$ cat config.mk
export PLATFORM = sky130hd
export DESIGN_NAME = bsg_chip_link_token_tx
export DESIGN_NICKNAME = d
export VERILOG_FILES = /design/src/rtl/bsg_chip_link_token_tx.sv
export SDC_FILE = /design/constraint.sdc
export NUM_CORES = 1
export LEC_CHECK = 0
export BUFFER_PORTS_ARGS = -buffer_cell sky130_fd_sc_hd__buf_2
export CAP_MARGIN = 10
export CORE_MARGIN = 10
export CORE_UTILIZATION = 48
export DETAILED_ROUTE_END_ITERATION = 10
export GPL_TIMING_DRIVEN = 0
export MAX_ROUTING_LAYER = met4
export PLACE_DENSITY = 0.76
export SYNTH_ARGS = -nofsm -noshare
export SYNTH_HDL_FRONTEND = slang
export SYNTH_SLANG_ARGS = --single-unit
$ cat constraint.sdc
create_clock -name clk_i -period 3.2 [get_ports clk_i]
set_clock_uncertainty 0.1 [all_clocks]
set_input_delay 0.48 -clock clk_i [delete_from_list [all_inputs] [get_ports clk_i]]
set_output_delay 0.48 -clock clk_i [all_outputs]
set_load 0.01 [all_outputs]
$ cat src/rtl/bsg_chip_link_token_tx.sv
// rtl/bsg_chip_link_token_tx.sv - credit-based transmit stage for one comm-link channel
// Forwards core words as registered link beats; token-line toggles return credits.
module bsg_chip_link_token_tx #(
  parameter int channel_width_p = 9,
  parameter int credits_p       = 8,
  localparam int lg_credits_lp  = $clog2(credits_p + 1)
) (
  input  logic                       clk_i,
  input  logic                       reset_i,
  input  logic                       v_i,
  input  logic [channel_width_p-1:0] data_i,
  output logic                       ready_o,
  output logic                       link_v_o,
  output logic [channel_width_p-1:0] link_data_o,
  input  logic                       link_tkn_i,
  output logic [lg_credits_lp-1:0]   credit_cnt_o,
  output logic                       credit_err_o
);

  localparam logic [lg_credits_lp-1:0] max_credits_lp = lg_credits_lp'(credits_p);

  logic [lg_credits_lp-1:0] credit_cnt_r;
  logic                     tkn_sync1_r;
  logic                     tkn_sync2_r;
  logic                     tkn_hist_r;
  logic                     credit_err_r;
  logic                     send;
  logic                     ret;

  // ready_o looks only at registered credits, so a same-cycle return cannot
  // unblock a send until the following cycle.
  assign ready_o      = ~reset_i & (credit_cnt_r != '0);
  assign send         = v_i & ready_o;
  assign ret          = tkn_sync2_r ^ tkn_hist_r;
  assign credit_cnt_o = credit_cnt_r;
  assign credit_err_o = credit_err_r;

  // The token line is asynchronous to clk_i; every transition is one credit.
  always_ff @(posedge clk_i) begin
    if (reset_i) begin
      tkn_sync1_r <= 1'b0;
      tkn_sync2_r <= 1'b0;
      tkn_hist_r  <= 1'b0;
    end else begin
      tkn_sync1_r <= link_tkn_i;
      tkn_sync2_r <= tkn_sync1_r;
      tkn_hist_r  <= tkn_sync2_r;
    end
  end

  // Data holds its last value when idle to avoid toggling the pads.
  always_ff @(posedge clk_i) begin
    if (reset_i) begin
      link_v_o    <= 1'b0;
      link_data_o <= '0;
    end else begin
      link_v_o <= send;
      if (send) begin
        link_data_o <= data_i;
      end
    end
  end

  always_ff @(posedge clk_i) begin
    if (reset_i) begin
      credit_cnt_r <= max_credits_lp;
      credit_err_r <= 1'b0;
    end else if (send & ~ret) begin
      credit_cnt_r <= credit_cnt_r - 1'b1;
    end else if (~send & ret) begin
      // A return with a full counter means the receiver miscounted.
      if (credit_cnt_r == max_credits_lp) begin
        credit_err_r <= 1'b1;
      end else begin
        credit_cnt_r <= credit_cnt_r + 1'b1;
      end
    end
  end

endmodule

Word level (Yosys, flattened, before mapping)
Cells that the tools add are included. Widths: inputs -> output; s select.

Bits in registers: 18. Latch bits: 0. Bits in writable memories: 0. ROM bits: 0. Input bits: 13. Output and inout port bits: 16. Memories: 0.

$add $sub $neg: 2. $mul: 0. Div/mod/pow operators: 0. Order comparisons: 0. Equality and inequality tests: 2. Shift operators: 0. Mux-type cells: 3. Bitwise operators: 9. Reduce and logical (&&, ||, !) cells: 4.

Operator list (count): $mux 4 (3); $add 4x1->4 const B (1); $and 1x1->1 (4); $eq 4x4->1 const B (1); $not 1->1 (4); $reduce_bool 4->1 (1); $sub 4x1->4 const B (1); $reduce_and 3->1 (1); $ne 2x2->1 const B (1); $reduce_and 2->1 (1); $reduce_bool 2->1 (1); $xor 1x1->1 (1).

Longest topological paths before layout
Depth after elaboration: 7. Depth in mapped cells: 9. Gate-level depth less buffers: 8.

Worst setup path after synthesis
OpenSTA, ideal clock, no wires.

Kind: flip-flop to flip-flop. From: reg credit_cnt_r[0], in the netlist credit_cnt_o[0]. To: reg credit_cnt_r[3], in the netlist credit_cnt_o[3]. Library setup time: 0.072 ns. Data arrival time: 2.280 ns. Data required time: 3.028 ns. Path slack: 0.748 ns. Cell stages (with the launch flop): 10. Cells stage by stage: dfxtp_1 nor4_2 nor3b_2 buf_6 ha_1 ha_1 a21oi_1 a211o_1 a21oi_2 mux2i_1.

Cells in the longest elaborated chain, start to end: 7. Elaborated cells on any way between the ends: 15. Those cells by class: 2 x add/sub; 2 x eq/ne; 3 x mux; 5 x bitwise; 3 x reduce/logical.

RTL lines: start, declared (line 22) `logic [lg_credits_lp-1:0] credit_cnt_r;`; start signal, assigned (line 66) `credit_cnt_r <= max_credits_lp;`; start signal, assigned (line 69) `credit_cnt_r <= credit_cnt_r - 1'b1;`; start signal, assigned (line 75) `credit_cnt_r <= credit_cnt_r + 1'b1;`; $reduce_bool 4->1 * (line 32) `assign ready_o = ~reset_i & (credit_cnt_r != '0);`; $and 1x1->1 * (line 32); $and 1x1->1 * (line 33) `assign send = v_i & ready_o;`; net send (line 27) `logic send;`; $not 1->1 (line 70) `end else if (~send & ret) begin`; $and 1x1->1 (line 70); $reduce_bool 2->1 (no source line); $reduce_and 2->1 (no source line).

Mark *: on every way through the listed nets, which the timed path passes. The rest lies on a longest branch. The select of a mux whose other input is x is not followed. A chain may end at the register's enable or synchronous reset.

Worst setup path after layout
Ends and elaborated chain as after synthesis.

==> flow_metrics.env <==
export IMPL_p_leak_nw=0.473
export IMPL_dieArea_sq_um=3910
export IMPL_area_growth_pct=22.3
export IMPL_finalHoldViolCount=0
export IMPL_grt_max_degree=11
export IMPL_top_level_ports=29
export IMPL_synth_edf_count=0
export IMPL_critPathLaunchType="flop"
export IMPL_cts_buffer_depth=2
export IMPL_async_reset_ff_share_pct=0
export IMPL_arrival_ns=2.78
export IMPL_criticalPathCategory="reg2reg"
export IMPL_diodes=0
export IMPL_ys_warn_count=0
export IMPL_grt_pass1_vias=678
export IMPL_max_cap_viol_count=0
export IMPL_hold_path_class="in2reg"
export IMPL_relSlewSlack_pct=71.4
export IMPL_dr_total_vias=675
export IMPL_fin_crit_ns=2.66
export IMPL_vias_per_cell=4.72
export IMPL_crit_required_ns=3.32
export IMPL_fp_row_count=15
export IMPL_drt_iter0_drc=12
export IMPL_nFillCells=156
export IMPL_outcome="finished clean"
export IMPL_wirelength_um=1840
export IMPL_hold_buffers=0
export IMPL_h_tree_depth=1
export IMPL_power_switching_uw=145
export IMPL_drc=0
export IMPL_first_pass_iters=4
export IMPL_cts_tree="built"
export IMPL_start_util_pct=50.4
export IMPL_pre_cts_ws_ns=0.565
export IMPL_fin_nets=138
export IMPL_switching_share_pct=29.6
export IMPL_gp_congestion=0.758
export IMPL_yosysSeqAreaShare_pct=41.4
export IMPL_r2r_setup_slack_ns=0.54
export IMPL_grt_usage_pct=9.51
export IMPL_sequentialPowerShare_pct=53.2
export IMPL_fin_setup_tns_ns=0
export IMPL_core_sq_um=1730
export IMPL_dp_hpwl_um=1490
export IMPL_max_clock_freq_mhz=376
export IMPL_fin_ws_ns=0.540
export IMPL_finalCritPeriodShare_pct=83.1
export IMPL_drv_slew=0
export IMPL_max_vdd_ir_drop_v=0.000290
export IMPL_cts_sinks=18
export IMPL_p_int_uw=345
export IMPL_clk_pin_slew_ns=0.10
export IMPL_port_buffers=28
export IMPL_wl_per_cell_um=12.9
export IMPL_ys_flop_type="dfxtp_1"
export IMPL_cts_buffers=3
export IMPL_ant_nets=0
export IMPL_ys_ff_latch=18
export IMPL_post_cts_buffers=0
export IMPL_cts_resized=0
export IMPL_setup_viol=0
export IMPL_grt_pass1_wl_um=3040
export IMPL_fp_dieH_um=62.6
export IMPL_antenna_found_initial=0
export IMPL_rsz0062_at_grt="no"
export IMPL_clk_insertion_delay_late_ns=0.28
export IMPL_grt_overflow_total=0
export IMPL_power_density_nw_per_um2=461
export IMPL_synth_cell_type_count=24
export IMPL_worstMarginPinSlew_ns=0.428
export IMPL_dieWidth_um=62.6
export IMPL_crit_fanout=10
export IMPL_cts_root_buf="clkbuf_4"
export IMPL_cp_end_kind="flop"
export IMPL_drive_gt1_share_pct=47.5
export IMPL_synth_area_sq_um=870
export IMPL_p_clk_share_pct=21.9
export IMPL_synth_nets=105
export IMPL_comb_power_share_pct=24.9
export IMPL_synth_cells=87
export IMPL_avgSynthCellArea_sq_um=10.0
-- cell usage in the layout (no fill, tap or decap), types with 2 or more instances in the layout --
cell and instances:
nand2_1 2, clkbuf_4 3, nand3_1 2, nand2_2 9, nor2_1 5, buf_6 2
xnor2_1 3, a21oi_1 4, dfxtp_1 18, ha_1 4, nor2b_1 4, buf_2 28
clkbuf_1 2, nand2b_1 9, o21ai_2 9, inv_1 4
-- cells by family (layout without fill, tap and decap cells) --
group,count (synthesis),count (layout),share of synthesized area (%)
adders and majority gates,5,5,8.06
xor gates and xnor gates,3,3,3.02
and+or+nand+nor,35,35,26.5
buffers and inverters,9,40,5.61
DFF,18,18,41.4
AOI/OAI and AO/OA,16,16,14.2
muxes,1,1,1.15
-- critical path, cell delays in order, from the launching register on --
cell,delay (ns)
dfxtp_1,0.40
nor4_2,0.46
nor3b_2,0.12
buf_6,0.18
ha_1,0.26
ha_1,0.35
a21oi_1,0.10
a211o_1,0.31
a21oi_2,0.14
mux2i_1,0.18
-- synthesized netlist by cell type (2+ instances only) --
| library cell | instances | area (sq um) |
|---|---|---|
| a21oi_1 | 4 | 20.0 |
| buf_6 | 2 | 22.5 |
| clkbuf_1 | 2 | 7.51 |
| dfxtp_1 | 18 | 360 |
| ha_1 | 4 | 50.1 |
| inv_1 | 4 | 15.0 |
| nand2_1 | 2 | 7.51 |
| nand2_2 | 9 | 56.3 |
| nand2b_1 | 9 | 56.3 |
| nand3_1 | 2 | 10.0 |
| nor2_1 | 5 | 18.8 |
| nor2b_1 | 4 | 25.0 |
| o21ai_2 | 9 | 78.8 |
| xnor2_1 | 3 | 26.3 |
-- per-layer routing --
layer	global-route usage (%)	up-vias	part of all wire, %
met3	3.41	2	6.3
met2	16.0	20	50
li1	-	350	-
met5	-	-	0
met4	3.35	0	0.92
met1	10.1	303	43
-- power groups by stage --
stage / clock network (mW) / logic, mW / registers [mW]
floorplan: 0 / 0.0744 / 0.273
global placement: 0 / 0.120 / 0.265
detailed placement: 0 / 0.124 / 0.266
CTS: 0.114 / 0.125 / 0.261
global route: 0.123 / 0.134 / 0.264
finish: 0.107 / 0.122 / 0.261
-- cell type report --
class,instances,area [sq um],area share (%)
buffer,4,30.0,2.82
clock buffer,3,22.5,2.12
inverter,5,18.8,1.76
multi-input combinational,60,460,43.3
sequential,18,360,33.9
tap,25,31.3,2.94
timing repair buffer,28,140,13.2
-- path summary, 6_finish.rpt --
check                  start  cells after the start              end
max          credit_cnt_o[0]                      9  credit_cnt_o[3]
max reg2reg  credit_cnt_o[0]                      9  credit_cnt_o[3]
min reg2reg      tkn_sync1_r                      1      tkn_sync2_r
min                data_i[1]                      3   link_data_o[1]
-- stage by stage --
stage	instances	instance area (sq um)	utilization [%]	hold WS (ns)	total power [mW]
2_1_floorplan	87	870	-	0.314	0.347
3_3_place_gp	140	1040	60.3	0.320	0.385
3_5_place_dp	140	1040	60.3	0.348	0.390
4_1_cts	143	1060	61.6	0.273	0.500
5_1_grt	143	1060	61.6	0.270	0.522
6_report	143	1060	61.6	0.286	0.490
-- flip-flops by register name (all words and copies together) (netlist names) --
register      cells
tkn_sync2_r       1
credit_cnt_o      4
link_data_o       9
credit_err_o      1
link_v_o          1
tkn_hist_r        1
tkn_sync1_r       1
Power figures use the tool's default switching activity.
